**config.mk**
```make
export PLATFORM = sky130hd
export DESIGN_NAME = vga_ctrl_flat
export DESIGN_NICKNAME = d
export VERILOG_FILES = /design/src/rtl/vga_ctrl_if.sv /design/src/rtl/vga_ctrl.sv /design/src/flat_wrapper.sv
export SDC_FILE = /design/constraint.sdc
export NUM_CORES = 1
export LEC_CHECK = 0
export CORE_MARGIN = 1.5
export CORE_UTILIZATION = 37
export DETAILED_ROUTE_END_ITERATION = 7
export PLACE_DENSITY = 0.73
export SLEW_MARGIN = 25
export SYNTH_ARGS = -nofsm -noshare
export SYNTH_HDL_FRONTEND = slang
export SYNTH_SLANG_ARGS = --single-unit
```
**constraint.sdc**
```tcl
create_clock -name vga_clk -period 2.4 [get_ports vga_clk]
set_input_delay 0.48 -clock vga_clk [delete_from_list [all_inputs] [get_ports vga_clk]]
set_output_delay 0.48 -clock vga_clk [all_outputs]
set_load 0.005 [all_outputs]
```
**src/rtl/vga_ctrl_if.sv**
```systemverilog
// vga_ctrl_if: pixel request/response and display timing bundle between vga_ctrl and its pixel source/display.
interface vga_ctrl_if;
  logic [15:0] pix_data;
  logic [9:0] pix_x;
  logic [9:0] pix_y;
  logic hsync;
  logic vsync;
  logic rgb_valid;
  logic [15:0] rgb;
  modport master (input pix_data, output pix_x, pix_y, hsync, vsync, rgb_valid, rgb);
  modport slave (output pix_data, input pix_x, pix_y, hsync, vsync, rgb_valid, rgb);
endinterface

```
**src/rtl/vga_ctrl.sv**
```systemverilog
// vga_ctrl: VGA timing generator issuing pixel requests one cycle ahead of display.
// Define VGA_CTRL_FRAME_CNT_EN to add the 16-bit frame_cnt output.
module vga_ctrl #(
  parameter int H_SYNC = 96,
  parameter int H_BACK = 48,
  parameter int H_VALID = 640,
  parameter int H_FRONT = 16,
  parameter int V_SYNC = 2,
  parameter int V_BACK = 33,
  parameter int V_VALID = 480,
  parameter int V_FRONT = 10
) (
  input logic vga_clk,
  input logic sys_rst,
  vga_ctrl_if.master bus
`ifdef VGA_CTRL_FRAME_CNT_EN
  , output logic [15:0] frame_cnt
`endif
);
  localparam logic [9:0] HS = 10'(H_SYNC);
  localparam logic [9:0] VS = 10'(V_SYNC);
  localparam logic [9:0] HA = 10'(H_SYNC + H_BACK);
  localparam logic [9:0] VA = 10'(V_SYNC + V_BACK);
  localparam logic [9:0] HE = 10'(H_SYNC + H_BACK + H_VALID);
  localparam logic [9:0] VE = 10'(V_SYNC + V_BACK + V_VALID);
  localparam logic [9:0] HL = 10'(H_SYNC + H_BACK + H_VALID + H_FRONT - 1);
  localparam logic [9:0] VL = 10'(V_SYNC + V_BACK + V_VALID + V_FRONT - 1);
  logic [9:0] r_cnt_h;
  logic [9:0] r_cnt_v;
  logic w_h_end;
  logic w_v_end;
  logic w_v_act;
  logic w_req;
  assign w_h_end = r_cnt_h == HL;
  assign w_v_end = r_cnt_v == VL;
  always_ff @(posedge vga_clk) begin
    if (sys_rst) begin
      r_cnt_h <= '0;
      r_cnt_v <= '0;
    end else begin
      r_cnt_h <= w_h_end ? '0 : r_cnt_h + 10'd1;
      if (w_h_end) r_cnt_v <= w_v_end ? '0 : r_cnt_v + 10'd1;
    end
  end
  // requests run one column ahead so the registered source answer lands on the displayed pixel
  assign w_v_act = r_cnt_v >= VA && r_cnt_v < VE;
  assign w_req = w_v_act && r_cnt_h >= HA - 10'd1 && r_cnt_h < HE - 10'd1;
  assign bus.hsync = r_cnt_h < HS;
  assign bus.vsync = r_cnt_v < VS;
  assign bus.rgb_valid = w_v_act && r_cnt_h >= HA && r_cnt_h < HE;
  assign bus.pix_x = w_req ? r_cnt_h - (HA - 10'd1) : 10'h3FF;
  assign bus.pix_y = w_req ? r_cnt_v - VA : 10'h3FF;
  assign bus.rgb = bus.rgb_valid ? bus.pix_data : 16'h0000;
`ifdef VGA_CTRL_FRAME_CNT_EN
  logic [15:0] r_frame_cnt;
  always_ff @(posedge vga_clk) begin
    if (sys_rst) r_frame_cnt <= '0;
    else if (w_h_end && w_v_end) r_frame_cnt <= r_frame_cnt + 16'd1;
  end
  assign frame_cnt = r_frame_cnt;
`endif
endmodule

```
**src/flat_wrapper.sv**
```systemverilog
// flat-port wrapper written by rule: the top's interface ports become plain ports
module vga_ctrl_flat 
#(
  parameter int H_SYNC = 96,
  parameter int H_BACK = 48,
  parameter int H_VALID = 640,
  parameter int H_FRONT = 16,
  parameter int V_SYNC = 2,
  parameter int V_BACK = 33,
  parameter int V_VALID = 480,
  parameter int V_FRONT = 10
)
  (vga_clk, sys_rst, bus_pix_data, bus_pix_x, bus_pix_y, bus_hsync, bus_vsync, bus_rgb_valid, bus_rgb);
  vga_ctrl_if bus_i ();
  input logic vga_clk;
  input logic sys_rst;
  input wire logic [$bits(bus_i.pix_data)-1:0] bus_pix_data;
  output wire logic [$bits(bus_i.pix_x)-1:0] bus_pix_x;
  output wire logic [$bits(bus_i.pix_y)-1:0] bus_pix_y;
  output wire logic [$bits(bus_i.hsync)-1:0] bus_hsync;
  output wire logic [$bits(bus_i.vsync)-1:0] bus_vsync;
  output wire logic [$bits(bus_i.rgb_valid)-1:0] bus_rgb_valid;
  output wire logic [$bits(bus_i.rgb)-1:0] bus_rgb;
  assign bus_i.pix_data = bus_pix_data;
  assign bus_pix_x = bus_i.pix_x;
  assign bus_pix_y = bus_i.pix_y;
  assign bus_hsync = bus_i.hsync;
  assign bus_vsync = bus_i.vsync;
  assign bus_rgb_valid = bus_i.rgb_valid;
  assign bus_rgb = bus_i.rgb;
  vga_ctrl #(.H_SYNC(H_SYNC), .H_BACK(H_BACK), .H_VALID(H_VALID), .H_FRONT(H_FRONT), .V_SYNC(V_SYNC), .V_BACK(V_BACK), .V_VALID(V_VALID), .V_FRONT(V_FRONT)) u_core (.vga_clk(vga_clk), .sys_rst(sys_rst), .bus(bus_i));
endmodule
```
==> metrics.md <==
| Metric | Value |
|---|---|
| IO buf count | `56` |
| Max Freq | `373 MHz` |
| Drt first pass iters | `4` |
| Worst EP arrival | `roughly 2.2 ns` |
| Ant. Diodes | `0` |
| Unrepaired setup endpoints after global routing | `yes` |
| WL/cell | `14.0 µm` |
| Util after Layout | `between 60% and 70%` |
| Hold buffers post-CTS | `0` |
| Top cell type by total area after synthesis | `dfxtp_1` |
| Max incr delay on CP | `just over 0.4 ns` |
| Initial antenna violation count | `0` |
| Hold Path Cell Cnt | `2` |
| Max cap viols | `0` |
| Area taken by multi-input logic gates | `1120 µm²` |
| Crit path cell chain | `or3_4 -> o311a_4 -> a211oi_4 -> buf_6 -> or2b_1 -> buf_2` |
| Grt total ovfl | `0` |
| Hold Path Class | `reg2reg` |
| Slew HR | `73.0%` |
| Worst Clk Skew | `0.00292 ns` |
| Die X | `between 60 and 70 µm` |
| Yosys top cell area share | `26.9%` |
| Design Area, Final | `2630 µm²` |
| Clk root buf | `clkbuf_8` |
| CTS Buffer Depth | `2` |
| Die ar. | `4420 µm²` |
| Worst setup margin | `-0.282 ns` |
| GPL Wtd Cong | `between 0.9 and 1` |
| Commonest cells after routing, fill and taps aside | `buf_4 (39), buf_6 (34), buf_2 (23), nor2_1 (19)` |
| Post-layout nets | `324` |
| Vias per std cell | `about 5` |
| Chip height | `approximately 66 µm` |
| YS warnings | `0` |
| Fillcell total | `a little under 300` |
| GRT Total Usage | `between 20% and 30%` |
| Critical Path RT | `1.92 ns` |
| Largest net degree at the start of global routing | `15` |
| Pleak | `1.16 nW` |
| Cell Pwr Density | `252 nW/µm²` |
| Mapped Nets | `around 220` |
| Clock latency on the worst-skew pair | `0.26 ns` |
| EDFF count, synth | `0` |
| Most frequent standard cell in the layout excluding fill and tap cells | `buf_4` |
| Async set or reset register ratio after synthesis | `0%` |
| Tmin final | `2.68 ns` |
| Final period util | `112%` |
| # placed instances | `~330` |
| Metal3 WL | `164 µm` |
| Core outline area | `3770 µm²` |
| Crit end category | `output port` |
| CTS Buf Count | `3` |
| Status | `finished, violations left` |
| Post-DP Area | `about 2300 µm²` |
| Worst VDD drop | `0.000177 V` |
| Crit start category | `flip-flop` |
| Share of post-route cells with drive strength above 1 | `46.2%` |
| CTS clk-pin slew, worst paths | `about 0.080 ns` |
| Sequential area share after synthesis | `26.9%` |
| Top Ports | `57` |
| Failing checks | `setup timing` |
| Main area contributors after synthesis | `dfxtp_1 (27%), and2_1 (7.6%), nand2_1 (6.8%)` |
| Worst-margin pin slew | `0.395 ns` |
| Netlist cell types | `41` |
| DR vias | `1753` |
| DRT antenna net count | `0` |
| Syn Inst Count | `between 200 and 250` |
| First-pass GRT wire length | `7460 µm` |
| M1 WL | `2100 µm` |
| Number of sinks on the clock net | `20` |
| CTS H-tree lvls | `1` |
| Crit path kind | `reg2out` |
| DRC | `0` |
| Main synth FF type | `dfxtp_1` |
| DR top layer | `met4` |
| R2R cell count | `7` |
| Average instance area after synthesis | `7.41 µm²` |
| Post-Layout Cell Count | `between 300 and 400` |
| Met2 wire len | `roughly 2600 µm` |
| Post-synthesis instance area | `1490 µm²` |
| Crit-path slowest cell | `or3_4` |
| Final Hold Viols | `0` |
| Routed wire length | `4880 µm` |
| Vias in the first global route | `about 1600` |
| CTS tree | `built` |
| FP Rows | `22` |
| Starting Density | `39.5%` |
| Final setup violation count | `37` |
| Area Overhead vs Synth | `76.7%` |
| Iter 0 DRT Violations | `68` |
| Crit-path max FO | `4` |
| Post-DP HPWL | `about 3100 µm` |
| Register area | `a little over 400 µm²` |
| Seq cells post-synth | `20` |
| Post-route setup TNS | `-7.50 ns` |
| Total power | `662 µW` |
| Fin. max-slew vios | `0` |
## cells in the mapped netlist (5+ instances only)
| master | instances |
|---|---|
| clkbuf_1 | 7 |
| nor2_1 | 20 |
| nand2_1 | 27 |
| and2_1 | 18 |
| xor2_1 | 9 |
| buf_2 | 5 |
| nand3_1 | 7 |
| dfxtp_1 | 20 |
| nor3_1 | 7 |
| o21ai_0 | 11 |
| inv_1 | 5 |
| xnor2_1 | 11 |
## power breakdown
part | switching, mW | internal [mW] | leakage [nW]
registers | 0.00240 | 0.336 | 0.163
logic | 0.0222 | 0.0414 | 0.969
clock network | 0.115 | 0.146 | 0.0288
## state kept, by name, indices dropped and copies added, names as in the netlist
name / count
u_core.r_cnt_h: 10
u_core.r_cnt_v: 10
## layer usage
layer | up-vias | global-route usage [%]
li1 | 878 | -
met1 | 829 | 27.2
met2 | 40 | 38.1
met3 | 6 | 2.36
met4 | 0 | 5.87
met5 | - | 0
## metrics by stage
stage | hold WS (ns) | worst slack, ns
6_report | 0.569 | -0.282
2_1_floorplan | 0.449 | 0.169
3_3_place_gp | 0.530 | -0.218
3_5_place_dp | 0.544 | -0.192
4_1_cts | 0.557 | -0.270
5_1_grt | 0.578 | -0.357
## area by class of cell
cell class	count	area share (%)
Multi-Input combinational cell	157	42.4
Timing Repair Buffer	115	37.2
Sequential cell	20	15.3
Tap cell	48	2.28
Clock buffer	4	2.09
Inverter	5	0.713
## what timing repair did
| item | 4_1_cts | 5_1_grt |
|---|---|---|
| pin swaps | 21 | 5 |
| setup buffers | 15 | 2 |
| gates cloned | 3 | 0 |
| endpoints found under the setup margin | 38 | 37 |
| gates resized for setup | 197 | 34 |
## critical path: cells and delay by family (launching register included)
family,cells,cell delay [ns]
AOI/OAI and AO/OA,2,0.70
DFF,1,0.33
and+or+nand+nor,2,0.62
buffers and inverters,2,0.29
## cell families (layout without fill, tap and decap cells)
| group | after synthesis | after routing | synth area share [%] |
|---|---|---|---|
| xor+xnor | 20 | 20 | 11.8 |
| compound gates | 30 | 30 | 14.6 |
| fa+ha+maj | 4 | 4 | 3.36 |
| simple gates | 102 | 102 | 34.3 |
| mux | 1 | 1 | 0.672 |
| buf+inv | 24 | 124 | 8.40 |
| flops | 20 | 20 | 26.9 |
## final timing paths
| kind | start | to | slack (ns) |
|---|---|---|---|
| max | u_core.r_cnt_h[4] | bus_pix_y[1] | -0.28 |
| min | u_core.r_cnt_h[0] | u_core.r_cnt_h[0] | 0.57 |
| max reg2reg | u_core.r_cnt_h[7] | u_core.r_cnt_v[7] | 0.56 |
| min reg2reg | u_core.r_cnt_h[0] | u_core.r_cnt_h[0] | 0.57 |
(Power assumes the default switching activity.)
